`src/rtl/spi_mon_pkg.sv`:
```
// Shared types and constants for the SPI protocol monitor.
// Error flag bit positions are fixed so software decoding stays stable across builds.
package spi_mon_pkg;

    typedef enum logic [1:0] {
        IDLE   = 2'd0,
        HEADER = 2'd1,
        DATA   = 2'd2
    } state_t;

    localparam int ERR_SCK_IDLE  = 0;
    localparam int ERR_PARTIAL   = 1;
    localparam int ERR_TIMEOUT   = 2;
    localparam int ERR_SCK_NO_CS = 3;

    function automatic logic sample_on_rise(input logic cpol, input logic cpha);
        return cpol == cpha;
    endfunction

endpackage

```
`src/rtl/spi_pin_sync.sv`:
```
// Pin synchronizer: SYNC_STAGES flops per input, then one aligned level/edge register.
// Levels and edge strobes leave together, SYNC_STAGES+1 cycles after the pin changes.
module spi_pin_sync #(
    parameter int SYNC_STAGES = 2,
    parameter bit SCK_IDLE    = 1'b0
) (
    input  logic clk,
    input  logic rst,
    input  logic cs_n,
    input  logic sck,
    input  logic mosi,
    input  logic miso,
    output logic cs_n_s,
    output logic sck_s,
    output logic mosi_s,
    output logic miso_s,
    output logic cs_fall,
    output logic cs_rise,
    output logic sck_rise,
    output logic sck_fall
);

    logic [SYNC_STAGES-1:0] r_cs_sync;
    logic [SYNC_STAGES-1:0] r_sck_sync;
    logic [SYNC_STAGES-1:0] r_mosi_sync;
    logic [SYNC_STAGES-1:0] r_miso_sync;
    logic r_cs_lvl, r_sck_lvl, r_mosi_lvl, r_miso_lvl;
    logic r_cs_fall, r_cs_rise, r_sck_rise, r_sck_fall;
    logic w_cs_last, w_sck_last;

    assign w_cs_last  = r_cs_sync[SYNC_STAGES-1];
    assign w_sck_last = r_sck_sync[SYNC_STAGES-1];

    // Reset to the bus idle levels so leaving reset never fabricates an edge.
    always_ff @(posedge clk) begin
        if (rst) begin
            r_cs_sync   <= '1;
            r_sck_sync  <= {SYNC_STAGES{SCK_IDLE}};
            r_mosi_sync <= '0;
            r_miso_sync <= '0;
            r_cs_lvl    <= 1'b1;
            r_sck_lvl   <= SCK_IDLE;
            r_mosi_lvl  <= 1'b0;
            r_miso_lvl  <= 1'b0;
            r_cs_fall   <= 1'b0;
            r_cs_rise   <= 1'b0;
            r_sck_rise  <= 1'b0;
            r_sck_fall  <= 1'b0;
        end else begin
            r_cs_sync[0]   <= cs_n;
            r_sck_sync[0]  <= sck;
            r_mosi_sync[0] <= mosi;
            r_miso_sync[0] <= miso;
            for (int unsigned i = 1; i < SYNC_STAGES; i++) begin
                r_cs_sync[i]   <= r_cs_sync[i-1];
                r_sck_sync[i]  <= r_sck_sync[i-1];
                r_mosi_sync[i] <= r_mosi_sync[i-1];
                r_miso_sync[i] <= r_miso_sync[i-1];
            end
            r_cs_lvl   <= w_cs_last;
            r_sck_lvl  <= w_sck_last;
            r_mosi_lvl <= r_mosi_sync[SYNC_STAGES-1];
            r_miso_lvl <= r_miso_sync[SYNC_STAGES-1];
            r_cs_fall  <= r_cs_lvl & ~w_cs_last;
            r_cs_rise  <= ~r_cs_lvl & w_cs_last;
            r_sck_rise <= ~r_sck_lvl & w_sck_last;
            r_sck_fall <= r_sck_lvl & ~w_sck_last;
        end
    end

    assign cs_n_s   = r_cs_lvl;
    assign sck_s    = r_sck_lvl;
    assign mosi_s   = r_mosi_lvl;
    assign miso_s   = r_miso_lvl;
    assign cs_fall  = r_cs_fall;
    assign cs_rise  = r_cs_rise;
    assign sck_rise = r_sck_rise;
    assign sck_fall = r_sck_fall;

endmodule

```
`src/rtl/spi_protocol_monitor.sv`:
```
// Clock-sampled SPI monitor: decodes header/data frames in any CPOL/CPHA mode
// and reports sticky protocol errors with a saturating event count.
module spi_protocol_monitor
    import spi_mon_pkg::*;
#(
    parameter bit CPOL        = 1'b0,
    parameter bit CPHA        = 1'b0,
    parameter int ADDR_W      = 8,
    parameter int DATA_W      = 8,
    parameter int MAX_FRAMES  = 16,
    parameter int TIMEOUT_CYC = 4096,
    parameter int SYNC_STAGES = 2,
    localparam int FR_W       = $clog2(MAX_FRAMES + 1)
) (
    input  logic              clk,
    input  logic              rst,
    input  logic              enable,
    input  logic              cs_n,
    input  logic              sck,
    input  logic              mosi,
    input  logic              miso,
    input  logic              clr_err,
    output logic              hdr_valid,
    output logic              txn_rw,
    output logic [ADDR_W-2:0] txn_addr,
    output logic              frame_valid,
    output logic [DATA_W-1:0] frame_data,
    output logic              txn_done,
    output logic [FR_W-1:0]   txn_frames,
    output logic [3:0]        err_flags,
    output logic [15:0]       err_count
);

    localparam int   SH_W        = (ADDR_W > DATA_W) ? ADDR_W : DATA_W;
    localparam int   CNT_W       = $clog2(SH_W + 1);
    localparam int   TO_W        = $clog2(TIMEOUT_CYC + 1);
    localparam logic SAMPLE_RISE = sample_on_rise(CPOL, CPHA);

    logic w_cs_n_s, w_sck_s, w_mosi_s, w_miso_s;
    logic w_cs_fall, w_cs_rise, w_sck_rise, w_sck_fall;

    spi_pin_sync #(
        .SYNC_STAGES (SYNC_STAGES),
        .SCK_IDLE    (CPOL)
    ) u_pin_sync (
        .clk      (clk),
        .rst      (rst),
        .cs_n     (cs_n),
        .sck      (sck),
        .mosi     (mosi),
        .miso     (miso),
        .cs_n_s   (w_cs_n_s),
        .sck_s    (w_sck_s),
        .mosi_s   (w_mosi_s),
        .miso_s   (w_miso_s),
        .cs_fall  (w_cs_fall),
        .cs_rise  (w_cs_rise),
        .sck_rise (w_sck_rise),
        .sck_fall (w_sck_fall)
    );

    state_t            r_state, w_state_next;
    logic [CNT_W-1:0]  r_bit_cnt, w_bit_cnt_next;
    logic [SH_W-1:0]   r_shift, w_shift_next;
    logic [FR_W-1:0]   r_frame_cnt, w_frame_cnt_next;
    logic [TO_W-1:0]   r_to_cnt;
    logic              r_idle_cond, w_idle_cond;
    logic              w_sample, w_active, w_start, w_shift_en, w_bit_in;
    logic              w_hdr_done, w_frame_done, w_cs_end;
    logic [3:0]        w_err_new;
    logic [2:0]        w_err_inc;
    logic [16:0]       w_cnt_sum;

    logic              r_hdr_valid, r_txn_rw, r_frame_valid, r_txn_done;
    logic [ADDR_W-2:0] r_txn_addr;
    logic [DATA_W-1:0] r_frame_data;
    logic [FR_W-1:0]   r_txn_frames;
    logic [3:0]        r_err_flags;
    logic [15:0]       r_err_count;

    always_ff @(posedge clk) begin
        if (rst) begin
            r_state <= IDLE;
        end else begin
            r_state <= w_state_next;
        end
    end

    always_comb begin
        w_state_next = r_state;
        if (!enable) begin
            w_state_next = IDLE;
        end else begin
            case (r_state)
                IDLE:    if (w_cs_fall) w_state_next = HEADER;
                HEADER: begin
                    if (w_cs_rise)       w_state_next = IDLE;
                    else if (w_hdr_done) w_state_next = DATA;
                end
                DATA:    if (w_cs_rise) w_state_next = IDLE;
                default: w_state_next = IDLE;
            endcase
        end
    end

    // A sample edge coinciding with CS_N rise is shifted first, so the partial
    // check looks at the post-shift bit count.
    always_comb begin
        w_sample     = SAMPLE_RISE ? w_sck_rise : w_sck_fall;
        w_active     = enable && (r_state != IDLE);
        w_start      = enable && (r_state == IDLE) && w_cs_fall;
        w_shift_en   = w_active && w_sample;
        w_bit_in     = ((r_state == DATA) && r_txn_rw) ? w_miso_s : w_mosi_s;
        w_shift_next = {r_shift[SH_W-2:0], w_bit_in};
        w_hdr_done   = w_shift_en && (r_state == HEADER) && (r_bit_cnt == CNT_W'(ADDR_W - 1));
        w_frame_done = w_shift_en && (r_state == DATA) && (r_bit_cnt == CNT_W'(DATA_W - 1));
        w_cs_end     = w_active && w_cs_rise;

        w_bit_cnt_next = r_bit_cnt;
        if (w_start) begin
            w_bit_cnt_next = '0;
        end else if (w_shift_en) begin
            w_bit_cnt_next = (w_hdr_done || w_frame_done) ? '0 : r_bit_cnt + CNT_W'(1);
        end

        w_frame_cnt_next = r_frame_cnt;
        if (w_start) begin
            w_frame_cnt_next = '0;
        end else if (w_frame_done && (r_frame_cnt != FR_W'(MAX_FRAMES))) begin
            w_frame_cnt_next = r_frame_cnt + FR_W'(1);
        end

        // An SCK edge leaving idle with CS_N high is reported once, as sck_idle.
        w_idle_cond = w_cs_n_s && (w_sck_s != CPOL);
        w_err_new = '0;
        w_err_new[ERR_SCK_IDLE]  = enable && w_idle_cond && !r_idle_cond;
        w_err_new[ERR_PARTIAL]   = w_cs_end &&
                                   (((r_state == HEADER) && !w_hdr_done) || (w_bit_cnt_next != '0));
        w_err_new[ERR_TIMEOUT]   = w_active && (r_to_cnt == TO_W'(TIMEOUT_CYC - 1));
        w_err_new[ERR_SCK_NO_CS] = enable && w_sample && w_cs_n_s && !w_cs_rise &&
                                   !w_err_new[ERR_SCK_IDLE];

        w_err_inc = '0;
        for (int unsigned i = 0; i < 4; i++) begin
            w_err_inc = w_err_inc + 3'(w_err_new[i]);
        end
        w_cnt_sum = {1'b0, r_err_count} + 17'(w_err_inc);
    end

    always_ff @(posedge clk) begin
        if (rst) begin
            r_bit_cnt     <= '0;
            r_shift       <= '0;
            r_frame_cnt   <= '0;
            r_to_cnt      <= '0;
            r_idle_cond   <= 1'b0;
            r_hdr_valid   <= 1'b0;
            r_txn_rw      <= 1'b0;
            r_txn_addr    <= '0;
            r_frame_valid <= 1'b0;
            r_frame_data  <= '0;
            r_txn_done    <= 1'b0;
            r_txn_frames  <= '0;
            r_err_flags   <= '0;
            r_err_count   <= '0;
        end else begin
            r_bit_cnt     <= w_bit_cnt_next;
            r_frame_cnt   <= w_frame_cnt_next;
            r_idle_cond   <= w_idle_cond;
            r_hdr_valid   <= w_hdr_done;
            r_frame_valid <= w_frame_done;
            r_txn_done    <= w_cs_end;
            if (w_shift_en) begin
                r_shift <= w_shift_next;
            end
            if (w_start) begin
                r_to_cnt <= '0;
            end else if (w_active && (r_to_cnt != TO_W'(TIMEOUT_CYC))) begin
                r_to_cnt <= r_to_cnt + TO_W'(1);
            end
            if (w_hdr_done) begin
                r_txn_rw   <= w_shift_next[ADDR_W-1];
                r_txn_addr <= w_shift_next[ADDR_W-2:0];
            end
            if (w_frame_done) begin
                r_frame_data <= w_shift_next[DATA_W-1:0];
            end
            if (w_cs_end) begin
                r_txn_frames <= w_frame_cnt_next;
            end
            if (clr_err) begin
                r_err_flags <= w_err_new;
                r_err_count <= {13'd0, w_err_inc};
            end else begin
                r_err_flags <= r_err_flags | w_err_new;
                r_err_count <= w_cnt_sum[16] ? '1 : w_cnt_sum[15:0];
            end
        end
    end

    assign hdr_valid   = r_hdr_valid;
    assign txn_rw      = r_txn_rw;
    assign txn_addr    = r_txn_addr;
    assign frame_valid = r_frame_valid;
    assign frame_data  = r_frame_data;
    assign txn_done    = r_txn_done;
    assign txn_frames  = r_txn_frames;
    assign err_flags   = r_err_flags;
    assign err_count   = r_err_count;

endmodule
```
`config.mk`:
```
export PLATFORM = sky130hd
export DESIGN_NAME = spi_protocol_monitor
export DESIGN_NICKNAME = d
export VERILOG_FILES = /design/src/rtl/spi_mon_pkg.sv /design/src/rtl/spi_pin_sync.sv /design/src/rtl/spi_protocol_monitor.sv
export SDC_FILE = /design/constraint.sdc
export NUM_CORES = 1
export LEC_CHECK = 0
export ABC_AREA = 0
export BUFFER_PORTS_ARGS = -buffer_cell sky130_fd_sc_hd__buf_2
export CORE_MARGIN = 1
export CORE_UTILIZATION = 30
export CTS_CLUSTER_DIAMETER = 50
export DETAILED_ROUTE_END_ITERATION = 10
export PLACE_DENSITY = 0.46
export SLEW_MARGIN = 20
export SYNTH_ARGS = -nofsm -noshare
export SYNTH_HDL_FRONTEND = slang
export SYNTH_SLANG_ARGS = --single-unit
```
`constraint.sdc`:
```
create_clock -name clk -period 5 [get_ports clk]
set_input_delay 0.5 -clock clk [delete_from_list [all_inputs] [get_ports clk]]
set_output_delay 0.5 -clock clk [all_outputs]
set_load 0.05 [all_outputs]
```
## Yosys cells after proc, flatten, opt, wreduce, memory -nomap -nowiden

Cells that the tools add are included.

- Output and inout port bits: 44
- Logic and storage cells: 100
- Input port bits: 8
- Register bits: 91

- Multiplexer cells: 14
- Add/sub/neg operators: 7
- Equality and inequality tests: 9
- Reduce and logical (&&, ||, !) cells: 35
- Bitwise logic cells: 8

Operators with widths:

| cell | number |
|---|---|
| $logic_and 1x1->1 | 22 |
| $add 16x3->17 | 1 |
| $mux 16 | 1 |
| $mux 4 | 4 |
| $add 13x1->13 const B | 1 |
| $eq 13x12->1 const B | 1 |
| $ne 13x13->1 const B | 1 |
| $mux 5 | 2 |
| $mux 2 | 4 |
| $pmux 2 s3 | 1 |
| $reduce_or 2->1 | 3 |
| $add 5x1->5 const B | 1 |
| $ne 5x5->1 const B | 1 |
| $add 4x1->4 const B | 1 |
| $eq 4x3->1 const B | 1 |
| $logic_not 1->1 | 4 |
| $ne 2x1->1 const B | 2 |
| $not 1->1 | 4 |
| $or 4x4->4 | 1 |
| $reduce_bool 4->1 | 1 |
| $add 2x1->3 | 1 |
| $add 3x1->3 | 1 |
| $and 1x1->1 | 3 |
| $mux 3 | 1 |
| 9 further kinds | 10 |

## Depth between registers and ports, before layout

- Word-level depth: 18
- Mapped depth: 17
- Gate-level depth less buffers: 16

## Modules after synthesis

Synthesis repeated with hierarchy kept, for this count alone.

- Cells, all modules: 426
- Area, all modules: 3900.0 sq um

Modules (own cells, without submodules):

| module | sequential area each (sq um) | area each (sq um) | cells an instance | instances |
|---|---|---|---|---|
| spi_protocol_monitor | 1521.5 | 3448.3 | 393 | 1 |
| spi_pin_sync | 320.3 | 451.7 | 33 | 1 |

## Worst setup path after synthesis

OpenSTA, ideal clock, no wires.

- Kind: in2reg
- From: input enable
- To: register r_err_count[0], in the netlist err_count[0]
- Stages: 17
- Required time: 4914 ps
- Setup slack: 920 ps
- Library setup time: 86 ps
- Arrival: 3994 ps
- Path buffers: 2
- Path through: buf_2 -> o211ai_1 -> or4_1 -> o31ai_1 -> o221ai_1 -> and2_1 -> fa_1 -> ha_1 -> ha_1 -> inv_1 -> fa_1 -> nor2b_1 -> o2111a_1 -> and2_1 -> nand2b_1 -> buf_2 -> a221oi_2

- Word-level cells in the longest chain between the ends: 17
- Elaborated cells on any way between the ends: 32
- Those cells by class: add/sub (4); mux (5); reduce/logical (23)

Ends and longest elaborated chain:

| item | line | RTL |
|---|---|---|
| start, declared | spi_protocol_monitor.sv:17 | `input logic enable,` |
| $logic_and 1x1->1 | spi_protocol_monitor.sv:110 | `w_active = enable && (r_state != IDLE);` |
| $logic_and 1x1->1 | spi_protocol_monitor.sv:112 | `w_shift_en = w_active && w_sample;` |
| $logic_and 1x1->1, on equally long branches (2 in a row) | spi_protocol_monitor.sv:115, spi_protocol_monitor.sv:116 |  |
| $logic_or 1x1->1 | spi_protocol_monitor.sv:123 | `w_bit_cnt_next = (w_hdr_done \|\| w_frame_done) ? '0 : r_bit_cnt + CNT_W'(1);` |
| $mux 4 | spi_protocol_monitor.sv:123 |  |
| $mux 4 | spi_protocol_monitor.sv:122 | `end else if (w_shift_en) begin` |
| $mux 4 | spi_protocol_monitor.sv:120 | `if (w_start) begin` |
| $reduce_bool 4->1 | spi_protocol_monitor.sv:138 | `(((r_state == HEADER) && !w_hdr_done) \|\| (w_bit_cnt_next != '0));` |
| $logic_or 1x1->1 | spi_protocol_monitor.sv:138 |  |
| $logic_and 1x1->1 | spi_protocol_monitor.sv:137 | `w_err_new[ERR_PARTIAL] = w_cs_end &&` |
| $add 1x1->2 | spi_protocol_monitor.sv:145 | `w_err_inc = w_err_inc + 3'(w_err_new[i]);` |
| $add 2x1->3 | spi_protocol_monitor.sv:145 |  |
| $add 3x1->3 * | spi_protocol_monitor.sv:145 |  |
| $add 16x3->17 | spi_protocol_monitor.sv:147 | `w_cnt_sum = {1'b0, r_err_count} + 17'(w_err_inc);` |
| $mux 16 | spi_protocol_monitor.sv:196 | `r_err_count <= w_cnt_sum[16] ? '1 : w_cnt_sum[15:0];` |
| $mux 3 * | spi_protocol_monitor.sv:191 | `if (clr_err) begin` |
| end signal, assigned | spi_protocol_monitor.sv:193 | `r_err_count <= {13'd0, w_err_inc};` |
| end signal, assigned | spi_protocol_monitor.sv:196 |  |
| end, declared | spi_protocol_monitor.sv:79 | `logic [15:0] r_err_count;` |

Every way passes the cells marked *; elsewhere a longest branch is shown, timed or not.
A chain may end at the register's enable or synchronous reset.

## Worst setup path in the final report

- From: register r_state[1]
- To: register r_err_count[1], in the netlist err_count[1]

- Word-level cells in the longest chain between the ends: 18
- Elaborated cells on any way between the ends: 29
- Those cells by class: add/sub (4); eq/ne (2); mux (5); reduce/logical (18)

Ends and longest elaborated chain:

| item | line | RTL |
|---|---|---|
| start, declared | spi_protocol_monitor.sv:62 | `state_t r_state, w_state_next;` |
| start signal, assigned | spi_protocol_monitor.sv:85 | `r_state <= w_state_next;` |
| $reduce_bool 2->1 | spi_protocol_monitor.sv:110 |  |
| $logic_and 1x1->1 | spi_protocol_monitor.sv:110 |  |
| $logic_and 1x1->1 | spi_protocol_monitor.sv:112 |  |
| $logic_and 1x1->1, on equally long branches (2 in a row) | spi_protocol_monitor.sv:115, spi_protocol_monitor.sv:116 |  |
| $logic_or 1x1->1 | spi_protocol_monitor.sv:123 |  |
| $mux 4 | spi_protocol_monitor.sv:123 |  |
| $mux 4 | spi_protocol_monitor.sv:122 |  |
| $mux 4 | spi_protocol_monitor.sv:120 |  |
| $reduce_bool 4->1 | spi_protocol_monitor.sv:138 |  |
| $logic_or 1x1->1 | spi_protocol_monitor.sv:138 |  |
| $logic_and 1x1->1 | spi_protocol_monitor.sv:137 |  |
| $add 1x1->2 | spi_protocol_monitor.sv:145 |  |
| $add 2x1->3 * | spi_protocol_monitor.sv:145 |  |
| $add 3x1->3 * | spi_protocol_monitor.sv:145 |  |
| $add 16x3->17 | spi_protocol_monitor.sv:147 |  |
| $mux 16 | spi_protocol_monitor.sv:196 |  |
| $mux 3 * | spi_protocol_monitor.sv:191 |  |

Marked as above.

==> reports/qor.yml <==
synthesis:
  synthArstFlopShare_pct: 0
  netlist_area_um2: 3790
  synth_commonest_cells: "dfxtp_1, nor2_1, nand2_1, a21oi_1, xor2_1"
  synth_cell_types: 54
  yosys_warnings: 0
  synth-seq-cells: 91
  ys_seq_area_share_pct: 48.1
  yosys.area.top_type: "dfxtp_1"
  yosysMostFrequentCell: "dfxtp_1"
  synth_edf_count: 0
  synth_top_area_share_pct: 48.1
  syn_nets: 427
  postSynthCellCount: 407
  synth_area_per_cell_um2: 9.31
  synth-main-ff-cell: "dfxtp_1"
  synth_area_leaders: "dfxtp_1, nor2_1, xor2_1, a21oi_1, nand2_1"
sta:
  setup_viol: 0
  rsz0062_at_grt: "false"
  timing.final.crit_share_pct: 89.1
  fin_skew_ns: 0.00738
  hold_viol_final: 0
  worst_hold_slack_ns: 0.343
  setup_ws_ns: 0.546
  slew_viol_final: 0
  slew_headroom_pct: 32.1
  fmax_mhz: 225
  period_needed_ns: 4.45
  worstMarginPinSlew_ns: 1.01
  setup_tns_ns: 0
placement:
  port_buffers: 51
  hpwl_mm: 5.55
  place_ws_ns: 0.464
  gp_congestion: 0.785
worst_setup_path:
  max_stage_delay_ns: 0.57
  arrival_ns: 4.70
  cp_max_fo: 13
  critical_path_required_ns: 5.25
  path_class: "reg -> reg"
  crit_start: "r_state[1]"
  endpoint_kind: "register"
  timing.rr.start: "r_state[1]"
  crit_chain: "o211ai_1 > or4_1 > o31ai_1 > o221ai_1 > and2_1 > fa_1 > ha_1 > ha_1 > inv_1 > fa_1 > nor2b_1 > o2111a_1 > and2_1 > nand2b_1 > a311oi_1"
  worst-path-buf-inv: 1
  cp_top_family: "adder cells"
  cpMaxStageDelayCell: "dfxtp_1"
  startpoint_type: "register"
pwr:
  p_int_mw: 1.14
  leakagePower_nw: 1.79
  pwr-share-seq_pct: 50.4
  p_per_area_nw_per_um2: 323
  switching_share_pct: 21.4
  combPwrFrac_pct: 2.6
  vdd_drop_max_v: 0.000124
  clockPowerShare_pct: 46.9
  p_sw_mw: 0.312
finish:
  num-nets-final: 474
  n_antenna_cell: 0
  drive_above_1_share_pct: 18.3
  fill_cells: 1264
  register_area_um2: 1820
  multi_input_area_um2: 1850
  synthToLayoutAreaGrowth_pct: 19.0
status:
  status: "complete, no violations"
global_routing:
  first_global_vias: 2759
  grt_pass1_wl_mm: 13.4
  track_usage_pct: 13.1
  grt_max_degree: 33
  antenna_found_initial: 0
  grt.overflow.total: 0
clock_tree:
  clk_latency_ns: 0.34
  cts_resized: 0
  ctsHtreeMaxLevel: 3
  clockBufferDepth: 2
  clk_pin_slew_ns: 0.07
  clock_sinks: 91
  cts_tree: "built"
  cts_buffers: 9
  postCtsSetupBuffers: 0
  hold_buffers: 0
  clockRootBuffer: "clkbuf_16"
hold_path:
  min_from: "cs_n"
  hold_class: "in -> reg"
drt:
  ant_nets: 0
  avgViaCountPerCell: 4.63
  wirelength_mm: 7.97
  drtIter0Drc: 153
  vias: 2902
  wl_per_cell_um: 12.7
  drtPass1Iterations: 4
  drc: 0
floorplan:
  fp-row-count: 40
  ios: 52
  start_util_pct: 31.1
  fp.dieH_um: 114
  fp.dieW_um: 114
  die_area_um2: 13100
  core_um2: 12200
flow_run:
  cap_violations: 0
[metal layers]
| layer | up-vias | GRT usage, % | share of wire (%) |
|---|---|---|---|
| met1 | 1345 | 17.1 | 50 |
| met3 | 10 | 2.33 | 3.0 |
| met5 | - | 0 | 0 |
| met4 | 0 | 6.49 | 1.9 |
| met2 | 48 | 20.8 | 45 |
| li1 | 1499 | - | - |
[through the flow]
stage | total power [mW] | std cells | instance area [um^2] | utilization, %
after detailed placement | 0.789 | 611 | 4200 | 34.6
after floorplan | 0.778 | 407 | 3790 | -
after CTS | 1.48 | 627 | 4510 | 37.1
after global routing | 1.52 | 627 | 4510 | 37.1
after global placement | 0.789 | 611 | 4200 | 34.6
final | 1.46 | 627 | 4510 | 37.1
[sequential cells by signal (all words and copies together) (netlist names), 2 cells and up]
| name | count |
|---|---|
| u_pin_sync.r_miso_sync | 2 |
| r_bit_cnt | 4 |
| txn_frames | 5 |
| r_to_cnt | 13 |
| u_pin_sync.r_sck_sync | 2 |
| err_count | 16 |
| txn_addr | 7 |
| err_flags | 4 |
| u_pin_sync.r_mosi_sync | 2 |
| r_shift | 7 |
| frame_data | 8 |
| r_frame_cnt | 5 |
| u_pin_sync.r_cs_sync | 2 |
| r_state | 2 |
[path summary, 6_finish.rpt]
| path | end | slack (ns) | cells past startpoint |
|---|---|---|---|
| setup reg to reg | err_count[1] | 0.55 | 15 |
| hold reg to reg | u_pin_sync.r_cs_sync[1] | 0.41 | 1 |
| hold / removal | u_pin_sync.r_cs_sync[0] | 0.34 | 2 |
| setup / recovery | err_count[1] | 0.55 | 15 |
[power groups by stage]
stage	Sequential, mW	Clock, mW	Combinational, mW
detailed placement	0.751	0	0.0387
finish	0.734	0.683	0.0382
global placement	0.751	0	0.0382
global route	0.734	0.739	0.0427
floorplan	0.755	0	0.0229
CTS	0.734	0.707	0.0388
[cells in the final DEF, fill, tap and decap left out, types with 7 or more instances in the layout]
master,netlist,routed
a211oi_1,9,9
a21oi_1,31,31
and3_1,8,8
buf_2,4,51
clkbuf_16,0,9
dfxtp_1,91,91
ha_1,10,10
inv_1,10,10
mux2i_1,13,13
nand2_1,41,41
nand3_1,10,10
nor2_1,51,51
nor2b_1,13,13
xnor2_1,7,7
xor2_1,20,20
[final cells by class]
class,count,area share (%)
inverters,10,0.833
multi-input cells,287,41.0
repair buffers,55,6.33
flip-flops and latches,91,40.4
well taps,168,4.66
clock buffers,10,5.30
clock inverters,6,1.42
[logic make-up after synthesis]
family	synth area share (%)
multiplexers	3.44
flip-flops	48.1
adder cells (fa/ha/maj)	4.36
AND/OR/NAND/NOR	22.5
AO/OA/AOI/OAI	12.1
buffers and inverters	3.20
XOR/XNOR	6.24
Power figures use the tool's default switching activity.
